<file path="src/rtl/mips_pkg.sv">
// Shared definitions for the instruction fetch path: fetch FSM encoding,
// decoder path indices and MIPS opcode/funct constants.
package mips_pkg;

    typedef enum logic [1:0] {
        ST_IDLE  = 2'd0,
        ST_REQ   = 2'd1,
        ST_ISSUE = 2'd2,
        ST_EXEC  = 2'd3
    } fetch_state_t;

    localparam logic [31:0] NOP_INSTR = 32'h0000_0000;

    // Decoder path_index values
    localparam logic [3:0] PATH_R      = 4'b0001;
    localparam logic [3:0] PATH_LW     = 4'b0010;
    localparam logic [3:0] PATH_SW     = 4'b0011;
    localparam logic [3:0] PATH_BEQ    = 4'b0100;
    localparam logic [3:0] PATH_J      = 4'b0101;
    localparam logic [3:0] PATH_JAL    = 4'b0110;
    localparam logic [3:0] PATH_MULDIV = 4'b0111;
    localparam logic [3:0] PATH_JR     = 4'b1000;

    // Opcodes
    localparam logic [5:0] OP_RTYPE = 6'h00;
    localparam logic [5:0] OP_J     = 6'h02;
    localparam logic [5:0] OP_JAL   = 6'h03;
    localparam logic [5:0] OP_BEQ   = 6'h04;
    localparam logic [5:0] OP_ADDI  = 6'h08;
    localparam logic [5:0] OP_LW    = 6'h23;
    localparam logic [5:0] OP_SW    = 6'h2B;

    // R-type funct codes
    localparam logic [5:0] FUNCT_JR   = 6'h08;
    localparam logic [5:0] FUNCT_MULT = 6'h18;
    localparam logic [5:0] FUNCT_DIV  = 6'h1A;
    localparam logic [5:0] FUNCT_ADD  = 6'h20;
    localparam logic [5:0] FUNCT_SUB  = 6'h22;

    // True when an address may be used as an instruction fetch address
    function automatic logic is_word_aligned(input logic [31:0] addr);
        return (addr[1:0] == 2'b00);
    endfunction

endpackage

</file>
<file path="src/rtl/instr_fetch_unit_next_pc_calc.sv">
// Combinational next-PC resolution: jr, then j/jal, then taken beq,
// otherwise sequential flow. Also flags a misaligned jr target.
module next_pc_calc
    import mips_pkg::*;
#(
    parameter logic [31:0] LINK_OFFSET = 32'd4
) (
    input  logic [31:0] pc,
    input  logic        branch,
    input  logic        alu_zero,
    input  logic        jump,
    input  logic        jump_reg,
    input  logic [25:0] jump_address,
    input  logic [31:0] imm_extended,
    input  logic [31:0] rs_data,
    output logic [31:0] pc_plus4,
    output logic [31:0] next_pc,
    output logic        misalign
);

    logic [31:0] w_branch_offset;

    // Priority-ordered target selection; all arithmetic wraps at 32 bits
    always_comb begin
        pc_plus4        = pc + LINK_OFFSET;
        w_branch_offset = imm_extended << 2;
        next_pc         = pc_plus4;
        misalign        = 1'b0;
        if (jump_reg) begin
            next_pc  = {rs_data[31:2], 2'b00};
            misalign = !is_word_aligned(rs_data);
        end else if (jump) begin
            next_pc = {pc_plus4[31:28], jump_address, 2'b00};
        end else if (branch && alu_zero) begin
            next_pc = pc_plus4 + w_branch_offset;
        end
    end

endmodule

</file>
<file path="src/rtl/instr_fetch_unit.sv">
// Multicycle fetch stage: owns the PC, fetches one word per instruction over
// a req/ack handshake, pulses instr_valid to the decoder, then waits for the
// downstream retire pulse before resolving the next PC.
module instr_fetch_unit
    import mips_pkg::*;
#(
    parameter logic [31:0] RESET_PC    = 32'h0000_0000,
    parameter logic [31:0] LINK_OFFSET = 32'd4
) (
    input  logic        clk,
    input  logic        rst,
    input  logic        en,
    output logic        imem_req,
    output logic [31:0] imem_addr,
    input  logic        imem_ack,
    input  logic [31:0] imem_rdata,
    output logic [31:0] instr,
    output logic        instr_valid,
    output logic [31:0] pc,
    output logic [31:0] pc_plus4,
    input  logic        pc_update,
    input  logic        branch,
    input  logic        alu_zero,
    input  logic        jump,
    input  logic        jump_reg,
    input  logic [25:0] jump_address,
    input  logic [31:0] imm_extended,
    input  logic [31:0] rs_data,
    output logic        addr_err,
    output logic [31:0] retired_count
);

    fetch_state_t r_state;
    fetch_state_t w_state_next;
    logic         w_imem_req;
    logic         w_instr_valid;
    logic         w_fetch_done;
    logic         w_retire;

    logic [31:0]  r_pc;
    logic [31:0]  r_instr;
    logic         r_addr_err;
    logic [31:0]  r_retired_count;

    logic [31:0]  w_pc_plus4;
    logic [31:0]  w_next_pc;
    logic         w_misalign;

    next_pc_calc #(
        .LINK_OFFSET (LINK_OFFSET)
    ) u_next_pc_calc (
        .pc           (r_pc),
        .branch       (branch),
        .alu_zero     (alu_zero),
        .jump         (jump),
        .jump_reg     (jump_reg),
        .jump_address (jump_address),
        .imm_extended (imm_extended),
        .rs_data      (rs_data),
        .pc_plus4     (w_pc_plus4),
        .next_pc      (w_next_pc),
        .misalign     (w_misalign)
    );

    // FSM state register; reset drops imem_req immediately
    always_ff @(posedge clk or posedge rst) begin
        if (rst) begin
            r_state <= ST_IDLE;
        end else begin
            r_state <= w_state_next;
        end
    end

    // Next-state and handshake outputs; en only matters when starting a fetch
    always_comb begin
        w_state_next  = r_state;
        w_imem_req    = 1'b0;
        w_instr_valid = 1'b0;
        w_fetch_done  = 1'b0;
        w_retire      = 1'b0;
        case (r_state)
            ST_IDLE: begin
                if (en) begin
                    w_state_next = ST_REQ;
                end
            end
            ST_REQ: begin
                w_imem_req = 1'b1;
                if (imem_ack) begin
                    w_fetch_done = 1'b1;
                    w_state_next = ST_ISSUE;
                end
            end
            ST_ISSUE: begin
                w_instr_valid = 1'b1;
                w_state_next  = ST_EXEC;
            end
            ST_EXEC: begin
                if (pc_update) begin
                    w_retire     = 1'b1;
                    w_state_next = ST_IDLE;
                end
            end
            default: begin
                w_state_next = ST_IDLE;
            end
        endcase
    end

    // Datapath registers: latch fetched word, advance PC and count on retire
    always_ff @(posedge clk or posedge rst) begin
        if (rst) begin
            r_pc            <= RESET_PC;
            r_instr         <= NOP_INSTR;
            r_addr_err      <= 1'b0;
            r_retired_count <= 32'd0;
        end else begin
            if (w_fetch_done) begin
                r_instr <= imem_rdata;
            end
            if (w_retire) begin
                r_pc            <= w_next_pc;
                r_retired_count <= r_retired_count + 32'd1;
                if (w_misalign) begin
                    r_addr_err <= 1'b1;
                end
            end
        end
    end

    // The PC only moves in EXEC, so the fetch address is stable throughout REQ
    assign imem_req      = w_imem_req;
    assign imem_addr     = r_pc;
    assign instr         = r_instr;
    assign instr_valid   = w_instr_valid;
    assign pc            = r_pc;
    assign pc_plus4      = w_pc_plus4;
    assign addr_err      = r_addr_err;
    assign retired_count = r_retired_count;

endmodule
</file>
<file path="config.mk">
export PLATFORM = sky130hd
export DESIGN_NAME = instr_fetch_unit
export DESIGN_NICKNAME = d
export VERILOG_FILES = /design/src/rtl/mips_pkg.sv /design/src/rtl/instr_fetch_unit_next_pc_calc.sv /design/src/rtl/instr_fetch_unit.sv
export SDC_FILE = /design/constraint.sdc
export NUM_CORES = 1
export LEC_CHECK = 0
export ABC_AREA = 1
export BUFFER_PORTS_ARGS = -buffer_cell sky130_fd_sc_hd__buf_2
export CAP_MARGIN = 40
export CORE_ASPECT_RATIO = 0.75
export CORE_MARGIN = 5
export CORE_UTILIZATION = 35
export CTS_CLUSTER_DIAMETER = 200
export DETAILED_ROUTE_END_ITERATION = 7
export PLACE_DENSITY = 0.73
export SYNTH_ARGS = -nofsm -noshare
export SYNTH_HDL_FRONTEND = slang
export SYNTH_SLANG_ARGS = --single-unit
</file>
<file path="constraint.sdc">
create_clock -name clk -period 2.5 [get_ports clk]
set_input_delay 0.125 -clock clk [delete_from_list [all_inputs] [get_ports clk]]
set_output_delay 0.125 -clock clk [all_outputs]
set_load 0.02 [all_outputs]
</file>
Yosys cells after proc, flatten, opt, wreduce, memory -nomap -nowiden --
Cells that the tools add are included.
Cells by class: add/subtract/negate cells 3, equal/unequal tests 6, mux-type cells 14, reduce and logical (&&, ||, !) cells 6
Operator list (count):
- 32-bit two-way mux | 3
- 32-bit by 1-bit adder with 32-bit output (second input constant) | 1
- 32-bit by 3-bit adder with 32-bit output (second input constant) | 1
- 32-bit adder | 1
- 2-bit case mux with 4 select lines | 1
- 1-bit two-way mux | 7
- 2-bit two-way mux | 3
- 2-bit inequality test (second input constant) | 3
- 2-bit equality test (second input constant) | 2
- 2-bit zero test | 2
- 3-bit AND reduction | 1
- 2-bit by 1-bit equality test with 1-bit output (second input constant) | 1
- 2-bit AND reduction | 1
- 1-bit logical AND | 1
- 1-bit zero test | 1
Storage, ports and cells: flip-flop bits (word level) 99, input bits 131, output and inout port bits 163

Depth between registers and ports, before layout --
word-level depth 5, mapped depth 24

Modules after synthesis --
From an unflattened synthesis, not the netlist that was laid out.
Second synthesis, totals: cells, all modules 1350, area total of the unflattened synthesis 8732.1 um^2
By module, submodules not included:
- instr_fetch_unit | instances 1, cells each 514, area an instance 4722.0 um^2, sequential area each 2477.4 um^2
- next_pc_calc | instances 1, cells each 836, area an instance 4010.1 um^2, sequential area each 0.0 um^2

Worst setup path before layout --
OpenSTA, ideal clock, no wires.
path type register to register, from register r_pc[2], in the netlist imem_addr[2], to register r_pc[29], in the netlist imem_addr[29], data arrival time 2889 ps, data required time 2379 ps, slack -510 ps, stages on the path, launching flop included 18, buffers on the path 0, path through dfrtp_1 > ha_1 > nand2_1 > nor2_4 > nand2_4 > nor2_2 > xor2_1 > ha_1 > nand2_1 > nand2_1 > a21oi_1 > o21ai_0 > a21oi_1 > nand2_1 > nand2_1 > nand3_1 > nand2_1 > nand2_1
Between the ends: cells in the longest elaborated chain, start to end 5
Ends and longest elaborated chain:
- start, declared | RTL line instr_fetch_unit.sv:40 | logic [31:0] r_pc;
- start signal, assigned | RTL line instr_fetch_unit.sv:122 | r_pc <= w_next_pc;
- 32-bit by 3-bit adder with 32-bit output | RTL line instr_fetch_unit_next_pc_calc.sv:25 | pc_plus4 = pc + LINK_OFFSET;
- net pc_plus4[18] | RTL line instr_fetch_unit.sv:20 | output logic [31:0] pc_plus4,
- 32-bit adder | RTL line instr_fetch_unit_next_pc_calc.sv:35 | next_pc = pc_plus4 + w_branch_offset;
- 32-bit two-way mux | RTL line instr_fetch_unit_next_pc_calc.sv:34 | end else if (branch && alu_zero) begin
- 32-bit two-way mux | RTL line instr_fetch_unit_next_pc_calc.sv:32 | end else if (jump) begin
- 32-bit two-way mux | RTL line instr_fetch_unit_next_pc_calc.sv:29 | if (jump_reg) begin
The timed path passes the listed nets, and every way through them passes these cells. A chain may end at the register's enable or synchronous reset.

Final worst setup path --
from register r_pc[3], in the netlist imem_addr[3], to register r_pc[30], in the netlist imem_addr[30]
Between the ends: cells in the longest elaborated chain, start to end 5
Ends and longest elaborated chain (RTL line):
- 32-bit by 3-bit adder with 32-bit output * | instr_fetch_unit_next_pc_calc.sv:25
- 32-bit adder | instr_fetch_unit_next_pc_calc.sv:35
- 32-bit two-way mux | instr_fetch_unit_next_pc_calc.sv:34
- 32-bit two-way mux * | instr_fetch_unit_next_pc_calc.sv:32
- 32-bit two-way mux * | instr_fetch_unit_next_pc_calc.sv:29
Mark *: on every way between the ends. The rest lies on a longest branch, timed or not.

==> summary.json <==
{
  "grt_antenna_before_repair": 3,
  "path_common_cell": "nand2_1",
  "global_route_wire_length_before_repair_mm": 49.4,
  "dominantRegCellSynth": "dfrtp_1",
  "yosys_warnings": 0,
  "ctsRootBufferMaster": "clkbuf_16",
  "power.density_nw_per_um2": 1100,
  "design_area_um2": 13100,
  "yosys.area.top_type_share_pct": 30.0,
  "die_w_um": 186,
  "synth.most_common_cell": "nand2_1",
  "critical_path.top_delay_family": "simple AND/OR/NAND/NOR gates",
  "worst_hold_check_slack_ns": 0.0119,
  "required_ns": 2.73,
  "max_slew_margin_pct": 49.6,
  "gp_routability_congestion": 0.971,
  "critical_path.slowest_cell": "dfrtp_2",
  "static-leakage-power_nw": 6.94,
  "globalRouteOverflowTotal": 0,
  "synth-async-reset-ratio_pct": 100,
  "numCtsBuffers": 9,
  "hold_start": "imem_rdata[31]",
  "design.die.area_um2": 26300,
  "die_height_um": 142,
  "clk_transition_reported_paths_ns": 0.08,
  "cp_max_fo": 5,
  "grt_start_max_net_pins": 64,
  "layout.nets": 1802,
  "route.vias.total": 9463,
  "detail_route.wl_per_cell_um": 17.3,
  "slowest_delay_ns": 0.41,
  "grt_use_total_pct": 24.0,
  "layout-drive-gt1-share_pct": 50.2,
  "layout_filler_cell_count": 2097,
  "synth_enable_flop_cells": 0,
  "rr_startpoint": "imem_addr[3]",
  "route.detailed.drc": 0,
  "numClockSinks": 97,
  "setup_slack_ns": -0.333,
  "timing_worst_slew_pin_value_ns": 0.755,
  "synth_sequential_area_ratio_pct": 30.0,
  "flow.area_growth_from_synthesis_pct": 61.9,
  "timing_worst_setup_path_type": "flop to flop",
  "maxClockFrequency_ghz": 0.353,
  "hpwl_mm": 26.6,
  "maximum_count_of_clock_buffers_along_a_single_path": 2,
  "post_dp_cell_area_um2": 11400,
  "buffer_ports.inserted": 285,
  "crit_path_start": "imem_addr[3]",
  "crit_path_cell_trace": "ha_4, nand2_4, nor2_4, nand2_8, nor2_4, nand2_2, or2_1, nand2_2, ha_4, buf_6, nand2_8, nor2_4, buf_4, nand2_1, inv_1, a21oi_2, nand2_1, nand2_1, nand3_1, nand3_1, nand2_1",
  "post_synth_instance_area_um2": 8090,
  "ioPinCount": 294,
  "timing.clock.skew_ns": 0.00903,
  "synth.ff_latch_count": 97,
  "cp-start-kind": "flop",
  "setup-violations-final": 24,
  "htree_num_levels": 3,
  "drt_iter0_markers": 576,
  "initial_utilization_pct": 35.3,
  "wl_mm": 33.4,
  "drt_pre_antenna_iters": 5,
  "cp.buffers_inverters": 3,
  "run_status": "complete, but fails checks",
  "grt_pass1_vias": 9153,
  "placeableCoreArea_um2": 22900,
  "postRouteAntennaNets": 0,
  "crit_arrival_ns": 3.07,
  "post_synthesis_average_cell_area_um2": 6.96,
  "list_of_most_frequent_post_synthesis_cells": "339 x nand2_1, 168 x inv_1, 117 x nor2_1",
  "hold_path.class": "input port to flop",
  "yosysUniqueCellTypes": 51,
  "timing_max_transition_violations_final": 0,
  "cts_tree": "done",
  "max_cap_violations": 0,
  "netlist.top_cell.by_area": "dfrtp_1",
  "failed_checks": "negative setup slack",
  "unrepaired_setup_endpoints_after_global_routing": "true",
  "period_minus_slack_ns": 2.83,
  "cp-end-kind": "flop",
  "synth.area.top_cells": "dfrtp_1 30%, nand2_1 16%, inv_1 7.8%",
  "route.detailed.vias_per_inst": 4.89,
  "core.rowCount": 48,
  "min_period_over_period_pct": 113,
  "peakVddDrop_v": 0.000622,
  "clkLatencyLatePin_ns": 0.34,
  "synthCells": 1162,
  "hold_violations": 0
}
-- path summary, 6_finish.rpt --
path | to | slack, ns | depth (start not counted)
max in group asynchronous | instr[2] | 1.70 | 4
max reg2reg | imem_addr[30] | -0.33 | 21
max | imem_addr[30] | -0.33 | 21
min | instr[31] | 0.01 | 2
min in group asynchronous | retired_count[26] | 0.44 | 4
min reg2reg | retired_count[31] | 0.47 | 1
-- area by class of cell --
class / count / area [um2] / share of cell area [%]
multi-input cells: 845 / 6090 / 46.5
diodes: 3 / 7.51 / 0.0573
repair buffers: 505 / 3210 / 24.5
clock inverters: 7 / 86.3 / 0.659
clock buffers: 9 / 225 / 1.72
inverters: 171 / 654 / 5.00
flip-flops and latches: 97 / 2450 / 18.7
well taps: 300 / 375 / 2.87
-- routing by layer --
metal	global-route usage, %	wire (um)	vias to the layer above
met4	5.86	926	0
met1	33.9	14600	4419
li1	-	-	4588
met3	4.02	2540	59
met2	38.5	15300	397
met5	0	0	-
-- kinds of logic after synthesis --
family / share of synthesized area (%)
flip-flops: 30.0
AO/OA/AOI/OAI: 8.60
multiplexers: 4.46
adder cells (fa/ha/maj): 6.59
XOR/XNOR: 5.85
buffers and inverters: 12.3
AND/OR/NAND/NOR: 32.2
other: 0.0464
-- sequential cells by signal (all words and copies together) (netlist names) --
name and count:
instr 32, imem_addr 30, retired_count 32, r_state 2, addr_err 1
-- per-stage QoR --
step | total power [W] | instances | utilization (%) | TNS [ns] | setup slack, ns
global route | 0.0154 | 1937 | 57.2 | -8.32 | -0.479
CTS | 0.0138 | 1920 | 54.8 | -3.95 | -0.278
finish | 0.0145 | 1937 | 57.2 | -4.71 | -0.333
global placement | 0.0113 | 1867 | 49.6 | -7.96 | -0.677
floorplan | 0.00789 | 1167 | - | -1.84 | -0.217
detailed placement | 0.0115 | 1868 | 49.7 | -8.40 | -0.649
-- timing repair --
action,in CTS,in global routing
buffers inserted,25,12
setup endpoints to repair,25,26
hold buffers,11,4
gates resized for setup,123,106
cloned,0,0
hold endpoints to repair,107,4
pin swaps,62,57
-- layout by cell type (no fill, tap or decap), types with 5 or more instances in the layout --
master / netlist / final
inv_2: 1 / 20
nand2_4: 5 / 21
nor2_4: 5 / 31
nor2_1: 117 / 77
xor2_1: 43 / 27
nand3_2: 1 / 12
xnor2_1: 11 / 8
mux2_2: 32 / 32
o21ai_1: 4 / 10
a21oi_2: 0 / 11
buf_4: 38 / 189
buf_2: 5 / 285
nor3_2: 3 / 8
clkbuf_16: 0 / 9
conb_1: 1 / 6
xor2_4: 0 / 8
dlygate4sd3_1: 0 / 15
o21ai_2: 1 / 5
buf_6: 0 / 11
o21ai_0: 31 / 20
a22oi_1: 23 / 23
dfrtp_2: 0 / 17
nand3_1: 61 / 48
dfrtp_1: 97 / 80
a21oi_1: 39 / 24
nand2_1: 339 / 265
ha_4: 0 / 26
nor2_2: 7 / 21
ha_1: 41 / 15
inv_1: 168 / 145
nor3_1: 15 / 8
nand2_2: 6 / 62
o211ai_1: 5 / 5
xor2_2: 0 / 8
nand4_1: 16 / 16
-- power by group --
| group | total, W | leakage, nW | switching, W | internal (W) |
|---|---|---|---|---|
| clock | 0.00147 | 0.150 | 0.000670 | 0.000797 |
| combinational | 0.0104 | 5.62 | 0.00600 | 0.00445 |
| sequential | 0.00256 | 1.17 | 0.000428 | 0.00213 |
-- worst reg2reg max path, stage by stage, from the launching register on --
cell     delay [ns]
dfrtp_2        0.41
ha_4           0.17
nand2_4        0.05
nor2_4         0.19
nand2_8        0.11
nor2_4         0.14
nand2_2        0.07
or2_1          0.24
nand2_2        0.12
ha_4           0.24
buf_6          0.13
nand2_8        0.07
nor2_4         0.05
buf_4          0.12
nand2_1        0.07
inv_1          0.05
a21oi_2        0.12
nand2_1        0.06
nand2_1        0.05
nand3_1        0.09
nand3_1        0.11
nand2_1        0.05
(Power assumes the default switching activity.)
